===== config.mk =====
export PLATFORM = sky130hd
export DESIGN_NAME = dp_seq_core
export DESIGN_NICKNAME = d
export VERILOG_FILES = /design/src/rtl/dp_seq_pkg.sv /design/src/rtl/dp_seq_alu.sv /design/src/rtl/dp_seq_core.sv
export SDC_FILE = /design/constraint.sdc
export NUM_CORES = 2
export LEC_CHECK = 0
export BUFFER_PORTS_ARGS = -buffer_cell sky130_fd_sc_hd__buf_2
export CAP_MARGIN = 10
export CORE_MARGIN = 2
export CORE_UTILIZATION = 55
export CTS_CLUSTER_DIAMETER = 100
export DETAILED_ROUTE_END_ITERATION = 6
export PLACE_DENSITY = 0.8
export REMOVE_ABC_BUFFERS = 1
export SLEW_MARGIN = 20
export SYNTH_ARGS = -nofsm -noshare
export SYNTH_HDL_FRONTEND = slang
export SYNTH_SLANG_ARGS = --single-unit

===== constraint.sdc =====
create_clock -name clk -period 4.1 [get_ports clk]
set_input_delay 0.82 -clock clk [delete_from_list [all_inputs] [get_ports clk]]
set_output_delay 0.82 -clock clk [all_outputs]
set_load 0.01 [all_outputs]

===== src/rtl/dp_seq_pkg.sv =====
// Shared encodings for the sequenced register-file / ALU / memory datapath.
// Command kinds, ALU opcodes, FSM state codes and the shift-amount width helper.
package dp_seq_pkg;

  localparam logic [1:0] KIND_ALU_REG = 2'b00;
  localparam logic [1:0] KIND_LOAD    = 2'b01;
  localparam logic [1:0] KIND_STORE   = 2'b10;
  localparam logic [1:0] KIND_ALU_MEM = 2'b11;

  localparam logic [2:0] OP_AND = 3'b000;
  localparam logic [2:0] OP_OR  = 3'b001;
  localparam logic [2:0] OP_XOR = 3'b010;
  localparam logic [2:0] OP_NOR = 3'b011;
  localparam logic [2:0] OP_ADD = 3'b100;
  localparam logic [2:0] OP_SUB = 3'b101;
  localparam logic [2:0] OP_SLT = 3'b110;
  localparam logic [2:0] OP_SLL = 3'b111;

  localparam logic [2:0] ST_IDLE = 3'd0;
  localparam logic [2:0] ST_READ = 3'd1;
  localparam logic [2:0] ST_EXEC = 3'd2;
  localparam logic [2:0] ST_MEM  = 3'd3;
  localparam logic [2:0] ST_WB   = 3'd4;

  // Number of B bits that form the SLL shift amount.
  function automatic int shamt_w(input int data_w);
    return (data_w <= 1) ? 1 : $clog2(data_w);
  endfunction

endpackage


===== src/rtl/dp_seq_alu.sv =====
// Combinational ALU: logic ops, modulo add/sub with signed overflow, signed SLT, SLL.
module dp_seq_alu
  import dp_seq_pkg::*;
#(
  parameter int DATA_W = 32
) (
  input  logic [2:0]        op,
  input  logic [DATA_W-1:0] a,
  input  logic [DATA_W-1:0] b,
  output logic [DATA_W-1:0] y,
  output logic              of,
  output logic              zf
);

  localparam int SHW = shamt_w(DATA_W);

  logic [DATA_W-1:0] sum_s;
  logic [DATA_W-1:0] diff_s;
  logic [SHW-1:0]    shamt_s;

  // Result select; overflow only meaningful for ADD/SUB.
  always_comb begin
    sum_s   = a + b;
    diff_s  = a - b;
    shamt_s = b[SHW-1:0];
    y       = {DATA_W{1'b0}};
    of      = 1'b0;
    case (op)
      OP_AND: y = a & b;
      OP_OR:  y = a | b;
      OP_XOR: y = a ^ b;
      OP_NOR: y = ~(a | b);
      OP_ADD: begin
        y  = sum_s;
        of = (a[DATA_W-1] == b[DATA_W-1]) && (sum_s[DATA_W-1] != a[DATA_W-1]);
      end
      OP_SUB: begin
        y  = diff_s;
        of = (a[DATA_W-1] != b[DATA_W-1]) && (diff_s[DATA_W-1] != a[DATA_W-1]);
      end
      OP_SLT: y = {{(DATA_W-1){1'b0}}, ($signed(a) < $signed(b))};
      OP_SLL: y = a << shamt_s;
      default: y = {DATA_W{1'b0}};
    endcase
    zf = (y == {DATA_W{1'b0}});
  end

endmodule


===== src/rtl/dp_seq_core.sv =====
// Command-driven multicycle datapath: READ -> EXEC/MEM -> WB with a one-cycle done pulse.
// Register file and data memory are kept inline; register 0 is never written.
module dp_seq_core
  import dp_seq_pkg::*;
#(
  parameter int DATA_W = 32,
  parameter int REG_AW = 5,
  parameter int MEM_AW = 6
) (
  input  logic              clk,
  input  logic              Reset,
  input  logic              cmd_valid,
  output logic              cmd_ready,
  input  logic [1:0]        cmd_kind,
  input  logic [2:0]        cmd_op,
  input  logic [REG_AW-1:0] cmd_ra,
  input  logic [REG_AW-1:0] cmd_rb,
  input  logic [REG_AW-1:0] cmd_rw,
  input  logic [MEM_AW-1:0] cmd_maddr,
  input  logic [DATA_W-1:0] cmd_imm,
  input  logic              cmd_use_imm,
  output logic [DATA_W-1:0] Result,
  output logic [DATA_W-1:0] Data_Bus,
  output logic              OF,
  output logic              ZF,
  output logic              busy,
  output logic              done
);

  logic [2:0]        state_r;
  logic [1:0]        kind_r;
  logic [2:0]        op_r;
  logic [REG_AW-1:0] ra_r, rb_r, rw_r;
  logic [MEM_AW-1:0] maddr_r;
  logic [DATA_W-1:0] imm_r;
  logic              use_imm_r;
  logic [DATA_W-1:0] op_a_r, op_b_r, st_data_r;
  logic [DATA_W-1:0] result_r, data_bus_r;
  logic              of_r, zf_r, done_r;
  logic [DATA_W-1:0] regs_r [2**REG_AW];
  logic [DATA_W-1:0] mem_r  [2**MEM_AW];
  logic [DATA_W-1:0] alu_y_s;
  logic              alu_of_s, alu_zf_s;

  dp_seq_alu #(.DATA_W(DATA_W)) u_alu (
    .op (op_r),
    .a  (op_a_r),
    .b  (op_b_r),
    .y  (alu_y_s),
    .of (alu_of_s),
    .zf (alu_zf_s)
  );

  assign cmd_ready = (state_r == ST_IDLE);
  assign busy      = (state_r != ST_IDLE);
  assign Result    = result_r;
  assign Data_Bus  = data_bus_r;
  assign OF        = of_r;
  assign ZF        = zf_r;
  assign done      = done_r;

  // Sequencer, operand/result registers and register file.
  always_ff @(posedge clk or negedge Reset) begin
    if (!Reset) begin
      state_r    <= ST_IDLE;
      kind_r     <= 2'b00;
      op_r       <= 3'b000;
      ra_r       <= {REG_AW{1'b0}};
      rb_r       <= {REG_AW{1'b0}};
      rw_r       <= {REG_AW{1'b0}};
      maddr_r    <= {MEM_AW{1'b0}};
      imm_r      <= {DATA_W{1'b0}};
      use_imm_r  <= 1'b0;
      op_a_r     <= {DATA_W{1'b0}};
      op_b_r     <= {DATA_W{1'b0}};
      st_data_r  <= {DATA_W{1'b0}};
      result_r   <= {DATA_W{1'b0}};
      data_bus_r <= {DATA_W{1'b0}};
      of_r       <= 1'b0;
      zf_r       <= 1'b0;
      done_r     <= 1'b0;
      for (int i = 0; i < 2**REG_AW; i++) regs_r[i] <= {DATA_W{1'b0}};
    end else begin
      done_r <= 1'b0;
      case (state_r)
        ST_IDLE: begin
          if (cmd_valid) begin
            kind_r    <= cmd_kind;
            op_r      <= cmd_op;
            ra_r      <= cmd_ra;
            rb_r      <= cmd_rb;
            rw_r      <= cmd_rw;
            maddr_r   <= cmd_maddr;
            imm_r     <= cmd_imm;
            use_imm_r <= cmd_use_imm;
            state_r   <= ST_READ;
          end
        end
        ST_READ: begin
          op_a_r    <= regs_r[ra_r];
          op_b_r    <= use_imm_r ? imm_r : regs_r[rb_r];
          st_data_r <= regs_r[rb_r];
          state_r   <= (kind_r == KIND_ALU_REG || kind_r == KIND_ALU_MEM) ? ST_EXEC : ST_MEM;
        end
        ST_EXEC: begin
          result_r <= alu_y_s;
          of_r     <= alu_of_s;
          zf_r     <= alu_zf_s;
          state_r  <= (kind_r == KIND_ALU_MEM) ? ST_MEM : ST_WB;
        end
        ST_MEM: begin
          if (kind_r == KIND_LOAD) begin
            data_bus_r <= mem_r[maddr_r];
            result_r   <= mem_r[maddr_r];
            state_r    <= ST_WB;
          end else begin
            state_r <= ST_IDLE;
            done_r  <= 1'b1;
          end
        end
        ST_WB: begin
          // Register 0 stays hard-wired to zero.
          if (rw_r != {REG_AW{1'b0}}) regs_r[rw_r] <= result_r;
          state_r <= ST_IDLE;
          done_r  <= 1'b1;
        end
        default: state_r <= ST_IDLE;
      endcase
    end
  end

  // Data memory write port; contents deliberately survive reset.
  always_ff @(posedge clk) begin
    if (state_r == ST_MEM && kind_r != KIND_LOAD) begin
      mem_r[maddr_r] <= (kind_r == KIND_STORE) ? st_data_r : result_r;
    end
  end

endmodule


Word-level counts from Yosys, hierarchy flattened. Memory sizes are Yosys's and may differ from the RTL's. Index checks and enable logic that the tools add are counted.

Bits in writable memories: 2048. Memories kept: 1. Logic and storage cells: 126. Register bits: 1249.

Shift operators: 1. Multiplexer cells: 24. Order comparisons: 5. Reductions and logical operators: 16. Eq/ne operators: 21. Add/sub/neg operators: 2. Bitwise operators: 7.

Memories: mem_r (words 64, width 32, read ports 1, clocked after Yosys merged registers in 0, wr ports 1, line dp_seq_core.sv:41) `logic [DATA_W-1:0] mem_r [2**MEM_AW];`.

Operators with widths (number): $bwmux 1024 (1); $bmux 32 s5 (2); $mux 32 (8); $pmux 32 s8 (1); $demux 32 s5 (1); $pmux 32 s2 (1); $add 32x32->32 (1); $and 32x32->32 (1); $logic_not 32->1 (1); $lt 32x32->1 (1); $not 32->32 (1); $or 32x32->32 (1); $shl 32x5->32 (1); $sub 32x32->32 (1); $xor 32x32->32 (1); $ge 6x6->1 const B (3); $not 5->6 (3); $eq 3x3->1 const B (5); $eq 3x2->1 const B (4); $pmux 3 s4 (1); $mux 3 (3); $reduce_and 2->1 (4); $eq 3x1->1 const B (2); $logic_not 3->1 (2); 15 further kinds (26).

Logic depth before layout (Yosys ltp).
Word-level depth: 6. Mapped depth: 18. Gate-level depth less buffers: 15.

Modules after synthesis. From an unflattened synthesis, not the netlist that was laid out.

Cells, all modules: 9266. Area total of the unflattened synthesis: 148875.3 um^2.

By module, submodules not included: dp_seq_core (instances 1, area each 141115.3 um^2, cells each 8171, sequential area each 92754.0 um^2); dp_seq_alu (instances 1, area each 7759.9 um^2, cells each 1095, sequential area each 0.0 um^2).

Worst setup path after synthesis. Ideal clock, no wire load.

Path type: reg-to-reg. Start: reg maddr_r[0]. End: mem mem_r[12][0] (enable). Data arrival time: 3.635 ns. Stages on the path, launching flop included: 8. Setup time: 0.421 ns. Slack: 0.044 ns. Cell sequence: dfrtp_1 -> nor3b_1 -> clkbuf_1 -> clkbuf_1 -> clkbuf_1 -> buf_1 -> nand2_1 -> nor2_1.

RTL lines: start: declaration (line dp_seq_core.sv:34) `logic [MEM_AW-1:0] maddr_r;`; start signal: assignment (line dp_seq_core.sv:71) `maddr_r <= {MEM_AW{1'b0}};`; start signal: assignment (line dp_seq_core.sv:93) `maddr_r <= cmd_maddr;`; end: declaration (line dp_seq_core.sv:41).

No word-level cell before the write port.

Worst setup path in the final report.
Start: reg maddr_r[2]. End: reg result_r[7], in the netlist Result[7].

Longest elaborated chain between the ends: 3.

RTL lines: $mem_v2 64x32; $mux 32 (line dp_seq_core.sv:112) `if (kind_r == KIND_LOAD) begin`; $pmux 32 s2 (line dp_seq_core.sv:85) `case (state_r)`; end signal: assignment (line dp_seq_core.sv:77) `result_r <= {DATA_W{1'b0}};`; end signal: assignment (line dp_seq_core.sv:106) `result_r <= alu_y_s;`; end signal: assignment (line dp_seq_core.sv:114) `result_r <= mem_r[maddr_r];`; end: declaration (line dp_seq_core.sv:38) `logic [DATA_W-1:0] result_r, data_bus_r;`.

Every way passes these cells. The select of a mux whose other input is x is not followed. A chain may end at the register's enable or synchronous reset.

==> metrics.csv <==
metric,value,unit
outcome,"finished, violations left",
failing checks,DRC,
"Top FF cell, synth",edfxtp_1,
Worst path slowest cell,dfrtp_1,
gpl congestion,1.00,
Yosys warning count,0,
Slowest Stage Delay on Critical Path,0.59,ns
# nets final,9451,
grt met1 use,44.6,%
"non-filler cells, final",12900,
1st-iter DRT viols,12800,
"flops & latches, synth",3297,
initial antenna violation count,26,
Arrival @ worst endpoint,4.77,ns
core area,260000,um2
HP Class,primary input to flip-flop,
Synth cell types,87,
Syn-to-layout area delta,13.7,%
H-tree depth,5,
"Cell Chain, Critical Path",nor3_2 -> buf_12 -> buf_12 -> buf_12 -> a22o_1 -> a221oi_1 -> a31oi_1 -> nor4_2 -> and3_1 -> nor2_1 -> a21oi_1 -> o21ai_0,
period utilization,97.7,%
P per Cell Area,758,nW/um2
DRC,2,
mapped cell area,144000,um2
final global-route overflow total,0,
routing usage on met3,7.78,%
CP Launch Type,flip-flop,
CTS tree,done,
worst-skew pair later-pin latency,0.98,ns
Gate Count Post-Synth,8962,
fraction of registers with async set/reset,37.9,%
die area,265000,um2
die height,515,um
final worst-path setup slack,0.0928,ns
CTS buffer count,336,
Final Hold Violating Endpoints,0,
Critical Path RT,4.86,ns
actual slew at the worst max-slew pin,1.15,ns
FF/Latch Area,92800,um2
total power,124,mW
setup TNS after final layout,0,ns
cell chosen for the clock root,clkbuf_16,
Area contributors post-synth,"edfxtp_1, dfrtp_1, mux4_2",
DR WL/cell,35.3,um
max-cap violations,0,
VDD IR max,0.715,mV
vias in the first global route,93200,
Critical path buffers and inverters,3,
IO buf count,130,
Crit Path Max Fanout,37,
grt peak-use layer,met2,
RSZ-0062 raised after global routing,no,
die width,515,um
Finished Core Util,62.9,%
post-detail-place hpwl,283000,um
CP endpoint kind,flip-flop,
Post-DRT Antenna Nets,0,
drt pass-1 iters,7,
Post-Place Setup Slack,0.000768,ns
sequential share of the synthesized area,64.6,%
largest net degree at the start of global routing,133,
max-slew violations,0,
clock skew,0.0918,ns
share of layout cells above drive strength 1,33.3,%
Syn Area/Cell,16.0,um2
Final Setup Violations,0,
met2 Track Usage GR,54.6,%
Via Count,92500,
first-pass GRT wire length,660000,um
GRT Total Usage,34.3,%
family with the most delay on the worst path,simple AND/OR/NAND/NOR gates,
CP Class,flip-flop to flip-flop,
max_slew headroom,23.4,%
Fmax,0.250,GHz
final worst path period need,4.01,ns
clk sink count,3297,
Starting Density,55.3,%
cell taking the most area after synthesis,edfxtp_1,
Site Rows,187,
final-layout fill cell count,17600,
Longest Clk Path Bufs,4,
# IOs,131,
final wirelength,457000,um
"Clk pin slew, worst setup/hold paths",0.06,ns
Lkg Pwr,61.9,nW
Synth top area share,42.8,%
Most Frequent Cell on Critical Path,buf_12,
placed insts,12300,
Post-synth EDFFs,2048,
footprint of the multi-input gates,48300,um2
drt via density,7.15,
-- final cells by class --
class | instances | area share [%]
Clock inverter | 134 | 0.783
Timing Repair Buffer | 763 | 4.28
Inverter | 96 | 0.221
Clock buffer | 441 | 5.71
Tap cell | 3402 | 2.61
Antenna cell | 11 | 0.0169
Multi-Input combinational cell | 4788 | 29.6
Sequential cell | 3297 | 56.8
-- kinds of logic after synthesis --
kind of cell | count (synthesis) | share of synthesized area, %
multiplexers | 1855 | 19.7
flip-flops | 3297 | 64.6
XOR/XNOR | 20 | 0.122
AND/OR/NAND/NOR | 933 | 3.01
AO/OA/AOI/OAI | 1873 | 9.32
adder cells (fa/ha/maj) | 107 | 0.943
buffers and inverters | 877 | 2.32
-- state kept, by name (all words and copies together) (netlist names) --
register / flops
mem_r: 2048
regs_r: 1024
Data_Bus: 32
Result: 32
imm_r: 32
op_a_r: 32
op_b_r: 32
st_data_r: 32
maddr_r: 6
ra_r: 5
rb_r: 5
rw_r: 5
op_r: 3
state_r: 3
kind_r: 2
OF: 1
ZF: 1
done: 1
use_imm_r: 1
-- metal layers --
metal  wire (um)  up-vias
met4       28000       14
li1            -    36600
met2      217000     6914
met5          91        -
met1      160000    47400
met3       51600     1549
-- per-stage QoR --
stage,instance area (um2),hold WS (ns)
detailed placement,153000,0.385
finish,163000,0.0814
floorplan,141000,0.365
global placement,153000,0.377
CTS,163000,0.0505
global route,163000,0.0766
-- report_power, final --
part / switching, mW / internal [mW] / total (mW)
Combinational: 29.2 / 18.4 / 47.6
Clock: 12.6 / 17.4 / 30.0
Sequential: 4.33 / 41.9 / 46.2
-- timing repair --
| item | CTS | global route |
|---|---|---|
| resized for setup | 1 | 15 |
| setup buffers | 0 | 2 |
| hold buffers | 1 | 0 |
| setup endpoints to repair | 1 | 1 |
| endpoints found under the hold margin | 82 | 0 |
| gates cloned | 0 | 0 |
| pin swaps | 0 | 4 |
-- cell usage in the layout, fill, tap and decap left out, drive strengths merged, types with 11 or more instances in the layout --
cell type	instances
bufinv	23
nor4	44
a221oi	198
a21oi	187
a211oi	26
buf	762
xnor2	17
nor2b	22
a22o	199
a31oi	206
inv	106
clkbuf	441
o21ai	243
mux4	665
a22oi	642
a21o	11
edfxtp	2048
nand2b	17
and3	32
clkinv	97
or4	11
nor3	36
nor2	268
diode	11
nand3	44
mux2	1097
ha	105
o211ai	26
o31ai	16
dfrtp	1249
nand4	79
mux2i	93
o22ai	15
nand2	332
-- final timing paths --
kind | from | endpoint | slack, ns | cells after the start
max | maddr_r[2] | Result[7] | 0.09 | 12
min | cmd_imm[22] | imm_r[22] | 0.08 | 2
max reg2reg | maddr_r[2] | Result[7] | 0.09 | 12
min reg2reg | regs_r[1023] | regs_r[1023] | 0.40 | 0
max in group asynchronous | Reset | regs_r[996] | 2.28 | 3
min in group asynchronous | Reset | regs_r[21] | 0.41 | 2
-- synthesized netlist by cell type (7+ instances only) --
cell / instances
edfxtp_1: 2048
dfrtp_1: 1249
mux2_2: 1091
mux4_2: 665
a22oi_1: 642
clkbuf_1: 533
nand2_1: 332
nor2_1: 267
buf_1: 224
o21ai_0: 214
a31oi_1: 206
a22o_1: 199
a221oi_1: 197
a21oi_1: 187
ha_1: 105
mux2i_1: 93
inv_1: 88
nand4_1: 79
nand3_1: 44
nor4_1: 43
nor3_1: 36
and3_1: 32
o21ai_1: 29
o211ai_1: 26
a211oi_1: 25
nor2b_1: 22
buf_2: 19
nand2b_1: 17
xnor2_1: 17
o31ai_1: 16
o22ai_1: 15
a21o_1: 11
or4_1: 11
and2_1: 10
a311oi_1: 9
inv_2: 8
o211a_1: 7
or3_1: 7
-- worst reg2reg max path, stage by stage (launching register included) --
cell	delay, ns
dfrtp_1	0.59
nor3_2	0.15
buf_12	0.18
buf_12	0.16
buf_12	0.22
a22o_1	0.27
a221oi_1	0.25
a31oi_1	0.25
nor4_2	0.50
and3_1	0.50
nor2_1	0.20
a21oi_1	0.43
o21ai_0	0.13
(Power assumes the default switching activity.)
